`config.mk`:
```
export PLATFORM = sky130hd
export DESIGN_NAME = pwm_timebase_flat
export DESIGN_NICKNAME = d
export VERILOG_FILES = /design/src/rtl/pwm_timebase_if.sv /design/src/rtl/pwm_timebase.sv /design/src/flat_wrapper.sv
export SDC_FILE = /design/constraint.sdc
export NUM_CORES = 1
export LEC_CHECK = 0
export ABC_AREA = 1
export BUFFER_PORTS_ARGS = -buffer_cell sky130_fd_sc_hd__buf_2
export CORE_ASPECT_RATIO = 1.1
export CORE_UTILIZATION = 35
export CTS_BUF_LIST = sky130_fd_sc_hd__clkbuf_8
export DETAILED_ROUTE_END_ITERATION = 10
export PLACE_DENSITY = 0.63
export SYNTH_ARGS = -nofsm -noshare
export SYNTH_HDL_FRONTEND = slang
export SYNTH_SLANG_ARGS = --single-unit
```
`constraint.sdc`:
```
create_clock -name clk -period 3.4 [get_ports clk]
set_input_delay 0.85 -clock clk [delete_from_list [all_inputs] [get_ports clk]]
set_output_delay 0.85 -clock clk [all_outputs]
set_load 0.03 [all_outputs]
```
`src/rtl/pwm_timebase_if.sv`:
```
// Control and status bundle between a PWM timebase and its comparator/controller.
`timescale 1ns/1ps
interface pwm_timebase_if #(
  parameter int CNT_W = 15,
  parameter int PSC_W = 8
);
  logic             en;
  logic             clr;
  logic             mode;
  logic             load;
  logic [CNT_W-1:0] period_in;
  logic [PSC_W-1:0] psc_in;
  logic [CNT_W-1:0] counter;
  logic             tick;
  logic             tc;
  logic             zero;
  logic             dir;
  logic             pending;

  modport master (
    output en, clr, mode, load, period_in, psc_in,
    input  counter, tick, tc, zero, dir, pending
  );

  modport slave (
    input  en, clr, mode, load, period_in, psc_in,
    output counter, tick, tc, zero, dir, pending
  );
endinterface

```
`src/rtl/pwm_timebase.sv`:
```
// Prescaled up / up-down PWM period counter with double-buffered period and prescale.
// All outputs registered (1 clk after the internal tick); no backpressure, en=0 freezes.
`timescale 1ns/1ps
module pwm_timebase #(
  parameter int CNT_W          = 15,
  parameter int PSC_W          = 8,
  parameter int DEFAULT_PERIOD = 15,
  parameter int DEFAULT_PSC    = 0
) (
  input  logic           clk,
  input  logic           rst_a,
  pwm_timebase_if.slave  bus
);

  logic [CNT_W-1:0] cnt_q;
  logic [CNT_W-1:0] cnt_nxt;
  logic [CNT_W-1:0] period_act;
  logic [CNT_W-1:0] period_shd;
  logic [PSC_W-1:0] psc_cnt;
  logic [PSC_W-1:0] psc_act;
  logic [PSC_W-1:0] psc_shd;
  logic             dir_q;
  logic             dir_nxt;
  logic             tc_nxt;
  logic             zero_nxt;
  logic             tick_q;
  logic             tc_q;
  logic             zero_q;
  logic             pending_q;
  logic             int_tick;
  logic             xfer;

  // >= so a prescale shrunk by an idle-time transfer cannot strand psc_cnt above it
  assign int_tick = bus.en && !bus.clr && (psc_cnt >= psc_act);
  assign xfer     = bus.clr || !bus.en || (int_tick && zero_nxt);

  always_comb begin
    cnt_nxt  = cnt_q;
    dir_nxt  = dir_q;
    tc_nxt   = 1'b0;
    zero_nxt = 1'b0;
    if (!bus.mode) begin
      dir_nxt = 1'b0;
      if (cnt_q >= period_act) begin
        cnt_nxt  = '0;
        tc_nxt   = 1'b1;
        zero_nxt = 1'b1;
      end else begin
        cnt_nxt = cnt_q + 1'b1;
      end
    end else if (period_act == '0) begin
      cnt_nxt  = '0;
      dir_nxt  = 1'b0;
      tc_nxt   = 1'b1;
      zero_nxt = 1'b1;
    end else if (!dir_q) begin
      // Also catches a count left above the period by a mode switch or transfer
      if (cnt_q >= period_act - 1'b1) begin
        cnt_nxt = period_act;
        dir_nxt = 1'b1;
        tc_nxt  = 1'b1;
      end else begin
        cnt_nxt = cnt_q + 1'b1;
      end
    end else begin
      if (cnt_q <= CNT_W'(1)) begin
        cnt_nxt  = '0;
        dir_nxt  = 1'b0;
        zero_nxt = 1'b1;
      end else begin
        cnt_nxt = cnt_q - 1'b1;
      end
    end
  end

  always_ff @(posedge clk or negedge rst_a) begin
    if (!rst_a) begin
      cnt_q      <= '0;
      psc_cnt    <= '0;
      dir_q      <= 1'b0;
      tick_q     <= 1'b0;
      tc_q       <= 1'b0;
      zero_q     <= 1'b0;
      pending_q  <= 1'b0;
      period_act <= CNT_W'(DEFAULT_PERIOD);
      period_shd <= CNT_W'(DEFAULT_PERIOD);
      psc_act    <= PSC_W'(DEFAULT_PSC);
      psc_shd    <= PSC_W'(DEFAULT_PSC);
    end else begin
      tick_q <= int_tick;
      tc_q   <= int_tick && tc_nxt;
      zero_q <= int_tick && zero_nxt;

      if (bus.clr) begin
        cnt_q   <= '0;
        psc_cnt <= '0;
        dir_q   <= 1'b0;
      end else if (bus.en) begin
        if (int_tick) begin
          psc_cnt <= '0;
          cnt_q   <= cnt_nxt;
          dir_q   <= dir_nxt;
        end else begin
          psc_cnt <= psc_cnt + 1'b1;
        end
      end

      // Transfer reads the shadow before a coincident load overwrites it
      if (xfer) begin
        period_act <= period_shd;
        psc_act    <= psc_shd;
      end
      if (bus.load) begin
        period_shd <= bus.period_in;
        psc_shd    <= bus.psc_in;
        pending_q  <= 1'b1;
      end else if (xfer) begin
        pending_q  <= 1'b0;
      end
    end
  end

  assign bus.counter = cnt_q;
  assign bus.tick    = tick_q;
  assign bus.tc      = tc_q;
  assign bus.zero    = zero_q;
  assign bus.dir     = dir_q;
  assign bus.pending = pending_q;

endmodule
```
`src/flat_wrapper.sv`:
```
// flat-port wrapper written by rule: the top's interface ports become plain ports
module pwm_timebase_flat 
#(
  parameter int CNT_W          = 15,
  parameter int PSC_W          = 8,
  parameter int DEFAULT_PERIOD = 15,
  parameter int DEFAULT_PSC    = 0
)
  (clk, rst_a, bus_en, bus_clr, bus_mode, bus_load, bus_period_in, bus_psc_in, bus_counter, bus_tick, bus_tc, bus_zero, bus_dir, bus_pending);
  pwm_timebase_if #(.CNT_W(CNT_W), .PSC_W(PSC_W)) bus_i ();
  input  logic clk;
  input  logic rst_a;
  input wire logic [$bits(bus_i.en)-1:0] bus_en;
  input wire logic [$bits(bus_i.clr)-1:0] bus_clr;
  input wire logic [$bits(bus_i.mode)-1:0] bus_mode;
  input wire logic [$bits(bus_i.load)-1:0] bus_load;
  input wire logic [$bits(bus_i.period_in)-1:0] bus_period_in;
  input wire logic [$bits(bus_i.psc_in)-1:0] bus_psc_in;
  output wire logic [$bits(bus_i.counter)-1:0] bus_counter;
  output wire logic [$bits(bus_i.tick)-1:0] bus_tick;
  output wire logic [$bits(bus_i.tc)-1:0] bus_tc;
  output wire logic [$bits(bus_i.zero)-1:0] bus_zero;
  output wire logic [$bits(bus_i.dir)-1:0] bus_dir;
  output wire logic [$bits(bus_i.pending)-1:0] bus_pending;
  assign bus_i.en = bus_en;
  assign bus_i.clr = bus_clr;
  assign bus_i.mode = bus_mode;
  assign bus_i.load = bus_load;
  assign bus_i.period_in = bus_period_in;
  assign bus_i.psc_in = bus_psc_in;
  assign bus_counter = bus_i.counter;
  assign bus_tick = bus_i.tick;
  assign bus_tc = bus_i.tc;
  assign bus_zero = bus_i.zero;
  assign bus_dir = bus_i.dir;
  assign bus_pending = bus_i.pending;
  pwm_timebase #(.CNT_W(CNT_W), .PSC_W(PSC_W), .DEFAULT_PERIOD(DEFAULT_PERIOD), .DEFAULT_PSC(DEFAULT_PSC)) u_core (.clk(clk), .rst_a(rst_a), .bus(bus_i));
endmodule
```
==> results.py <==
metrics = {
    "hold_path": {
        "hold_path_end": "u_core.period_act[2]$_DFFE_PN1P_",
        "hold_start": "u_core.period_shd[2]$_DFFE_PN1P_",
        "hold_depth": 2,
        "hold_class": "register to register",
    },
    "clocking": {
        "cts_resized": 0,
        "postCtsSetupBuffers": 0,
        "insertion_delay_ns": 0.37,
        "clk_pin_slew_ns": 0.09,
        "cts_tree": "done",
        "h-tree-depth": 3,
        "cts_sinks": 74,
        "root_buffer": "clkbuf_8",
        "cts_buffers": 9,
        "postCtsHoldBufs": 0,
        "clock_path_buffers": 2,
    },
    "floorplan": {
        "dieArea_um2": 15900,
        "io_pins": 49,
        "core-area_um2": 15100,
        "std_cell_rows": 47,
        "die_h_um": 132,
        "die_w_um": 120,
        "initial_core_util": 0.359,
    },
    "synthesis": {
        "synth_top_area_cell": "dfrtp_1",
        "synth_edf_count": 0,
        "ys.flop_type": "dfrtp_1",
        "synth_area_per_cell_um2": 6.91,
        "synthCells": 782,
        "ys_warn_count": 0,
        "seq_area_frac_synth": 0.345,
        "ys_types": 37,
        "ys_top_cells_by_area": "dfrtp_1 31%, nand2_1 21%, ha_1 10%, nand3_1 6.3%, xor2_1 5.0%",
        "synth_area_um2": 5400,
        "synthDominantCellAreaShare": 0.306,
        "synth-seq-cells": 74,
        "async_flop_share": 1.00,
        "synth_fp_nets": 854,
    },
    "cells_and_area": {
        "final_cell_area_um2": 6200,
        "antenna_cells": 0,
        "layout-drive-gt1-share": 0.146,
        "syn_to_final_growth_pct": 14.8,
        "nets": 903,
    },
    "detailed_routing": {
        "dr.max_layer_used": "met4",
        "drt-met1-wl_um": 6280,
        "detail-route-antenna-nets": 0,
        "drc_errors": 0,
        "via_per_inst": 4.81,
        "wl_um": 14100,
        "drt_iter0_drc": 286,
        "avgRoutedWirePerCell_um": 13.7,
        "via_count": 4960,
        "wl_met3_um": 768,
        "dr_wl_met2_um": 6810,
        "first_pass_iters": 5,
    },
    "job": {
        "drv_cap": 0,
    },
    "global_routing": {
        "antenna_found_initial": 0,
        "grt_overflow": 0,
        "grt_pass1_wl_um": 23300,
        "grtUsageTotal": 0.185,
        "grt_pass1_vias": 4741,
        "grt_max_degree": 75,
    },
    "power": {
        "leakagePower_nw": 3.34,
        "ir_worst_vdd_v": 0.000237,
        "power.total_mw": 2.38,
        "power_density_nw_per_um2": 383,
    },
    "placed_design": {
        "post_dp_cell_area_um2": 5860,
        "dp.final_hpwl_um": 10600,
        "gp_congestion": 0.906,
        "io_buffer_count": 48,
    },
    "timing": {
        "worst_slew_pin_slew_ns": 0.973,
        "relSlewSlack": 0.351,
        "period_minus_slack_ns": 3.14,
        "maxSlewViolCount": 0,
        "max_freq_ghz": 0.318,
        "min_period_over_period": 0.924,
        "setup_violations": 0,
        "hold_viol": 0,
        "fin_skew_ns": 0.0137,
    },
    "worst_setup_path": {
        "end_kind": "register",
        "path_max_fanout": 8,
        "timing.rr.end": "u_core.bus.tc$_DFF_PN0_",
        "worstReg2RegStart": "u_core.period_act[5]$_DFFE_PN0P_",
        "crit_arrival_ns": 3.38,
        "worstSetupPathType": "register to register",
        "reg2reg_depth": 16,
        "startpoint_type": "register",
        "worst-r2r-setup-slack_ns": 0.26,
        "cp-startpoint": "u_core.period_act[5]$_DFFE_PN0P_",
        "cp.required_ns": 3.64,
    },
    "status": {
        "status": "completed",
    },
}
cell usage in the layout (no fill, tap or decap), drive strengths merged:
master    count
a211oi        1
a21o          1
a21oi        29
a31oi         1
and2          1
and3          1
buf          59
bufinv        4
clkbuf        9
clkinv        1
clkinvlp      1
dfrtp        66
dfstp         8
ha           43
inv          81
nand2       301
nand3        70
nand3b        2
nand4        15
nor2         67
nor3         14
nor4          1
o21a          1
o21ai        17
o21bai        3
o221ai        1
or2           6
xnor2         1
xor2         31
synthesized netlist by cell type, drive strengths merged (12+ instances only):
cell type	n
a21oi	29
xor2	31
ha	43
nor3	14
nor2	67
buf	12
o21ai	17
nand2	301
inv	78
nand4	15
nand3	70
dfrtp	66
registers in the layout, summed over array words and instances (netlist names):
name and count:
u_core.period_act 15, u_core.bus.tc 1, u_core.period_shd 15, u_core.psc_shd 8, u_core.psc_act 8, u_core.bus.pending 1, u_core.bus.zero 1, u_core.bus.dir 1
u_core.bus.tick 1, u_core.bus.counter 15, u_core.psc_cnt 8
logic make-up after synthesis:
| kind of cell | synth area share |
|---|---|
| buffers and inverters | 0.0757 |
| XOR/XNOR | 0.0519 |
| AO/OA/AOI/OAI | 0.0537 |
| AND/OR/NAND/NOR | 0.374 |
| adder cells (fa/ha/maj) | 0.0996 |
| flip-flops | 0.345 |
worst max-delay path by stage:
stage                     depth (start not counted)  slack, ns                                 end
final                                            16       0.26             u_core.bus.tc$_DFF_PN0_
after global routing                             20      -0.03   u_core.bus.counter[2]$_DFFE_PN0P_
after CTS                                        22       0.05   u_core.bus.counter[2]$_DFFE_PN0P_
after detailed placement                         17       0.11             u_core.bus.tc$_DFF_PN0_
after global placement                           17       0.16             u_core.bus.tc$_DFF_PN0_
after floorplan                                  21       0.47  u_core.bus.counter[13]$_DFFE_PN0P_
layer usage:
layer | GRT usage | up-vias
li1 | - | 2590
met4 | 0.0562 | 0
met5 | 0 | -
met1 | 0.245 | 2231
met3 | 0.0268 | 18
met2 | 0.312 | 121
final cells by class:
type / instances / area, um2
Tap cell: 196 / 245
Timing Repair Buffer: 59 / 325
Timing Repair inverter: 1 / 7.51
Inverter: 79 / 299
Fill cell: 1640 / 8850
Clock inverter: 7 / 146
Clock buffer: 9 / 124
Multi-Input combinational cell: 607 / 3190
Sequential cell: 74 / 1860
worst max-delay path: stages (launching register included):
cell      delay (ns)
dfrtp_1         0.41
inv_1           0.14
nand2_1         0.15
nor2_1          0.23
nand2_1         0.14
nor2_2          0.14
nand3_1         0.12
xor2_1          0.17
ha_1            0.33
nand2_1         0.12
nor2_4          0.14
nand2_1         0.06
nor2_1          0.08
nand2_1         0.14
nand3_4         0.16
nand2_4         0.10
a211oi_1        0.40
per-stage QoR:
step	TNS, ns	worst slack, ns	utilization	instances	hold WS, ns
6_report	0	0.257	0.412	1032	0.464
5_1_grt	-0.0668	-0.0318	0.412	1032	0.489
4_1_cts	0	0.0463	0.407	1031	0.466
3_5_place_dp	0	0.108	0.389	1015	0.451
3_3_place_gp	0	0.157	0.389	1015	0.449
2_1_floorplan	0	0.468	-	782	0.442
power by group:
| group | switching (mW) | internal, mW | leakage [nW] | total [mW] |
|---|---|---|---|---|
| Clock | 0.382 | 0.570 | 0.135 | 0.952 |
| Combinational | 0.279 | 0.150 | 2.27 | 0.429 |
| Sequential | 0.0467 | 0.948 | 0.937 | 0.994 |
| Total | 0.708 | 1.67 | 3.34 | 2.38 |
No activity file was read; power rests on OpenSTA's default activity.
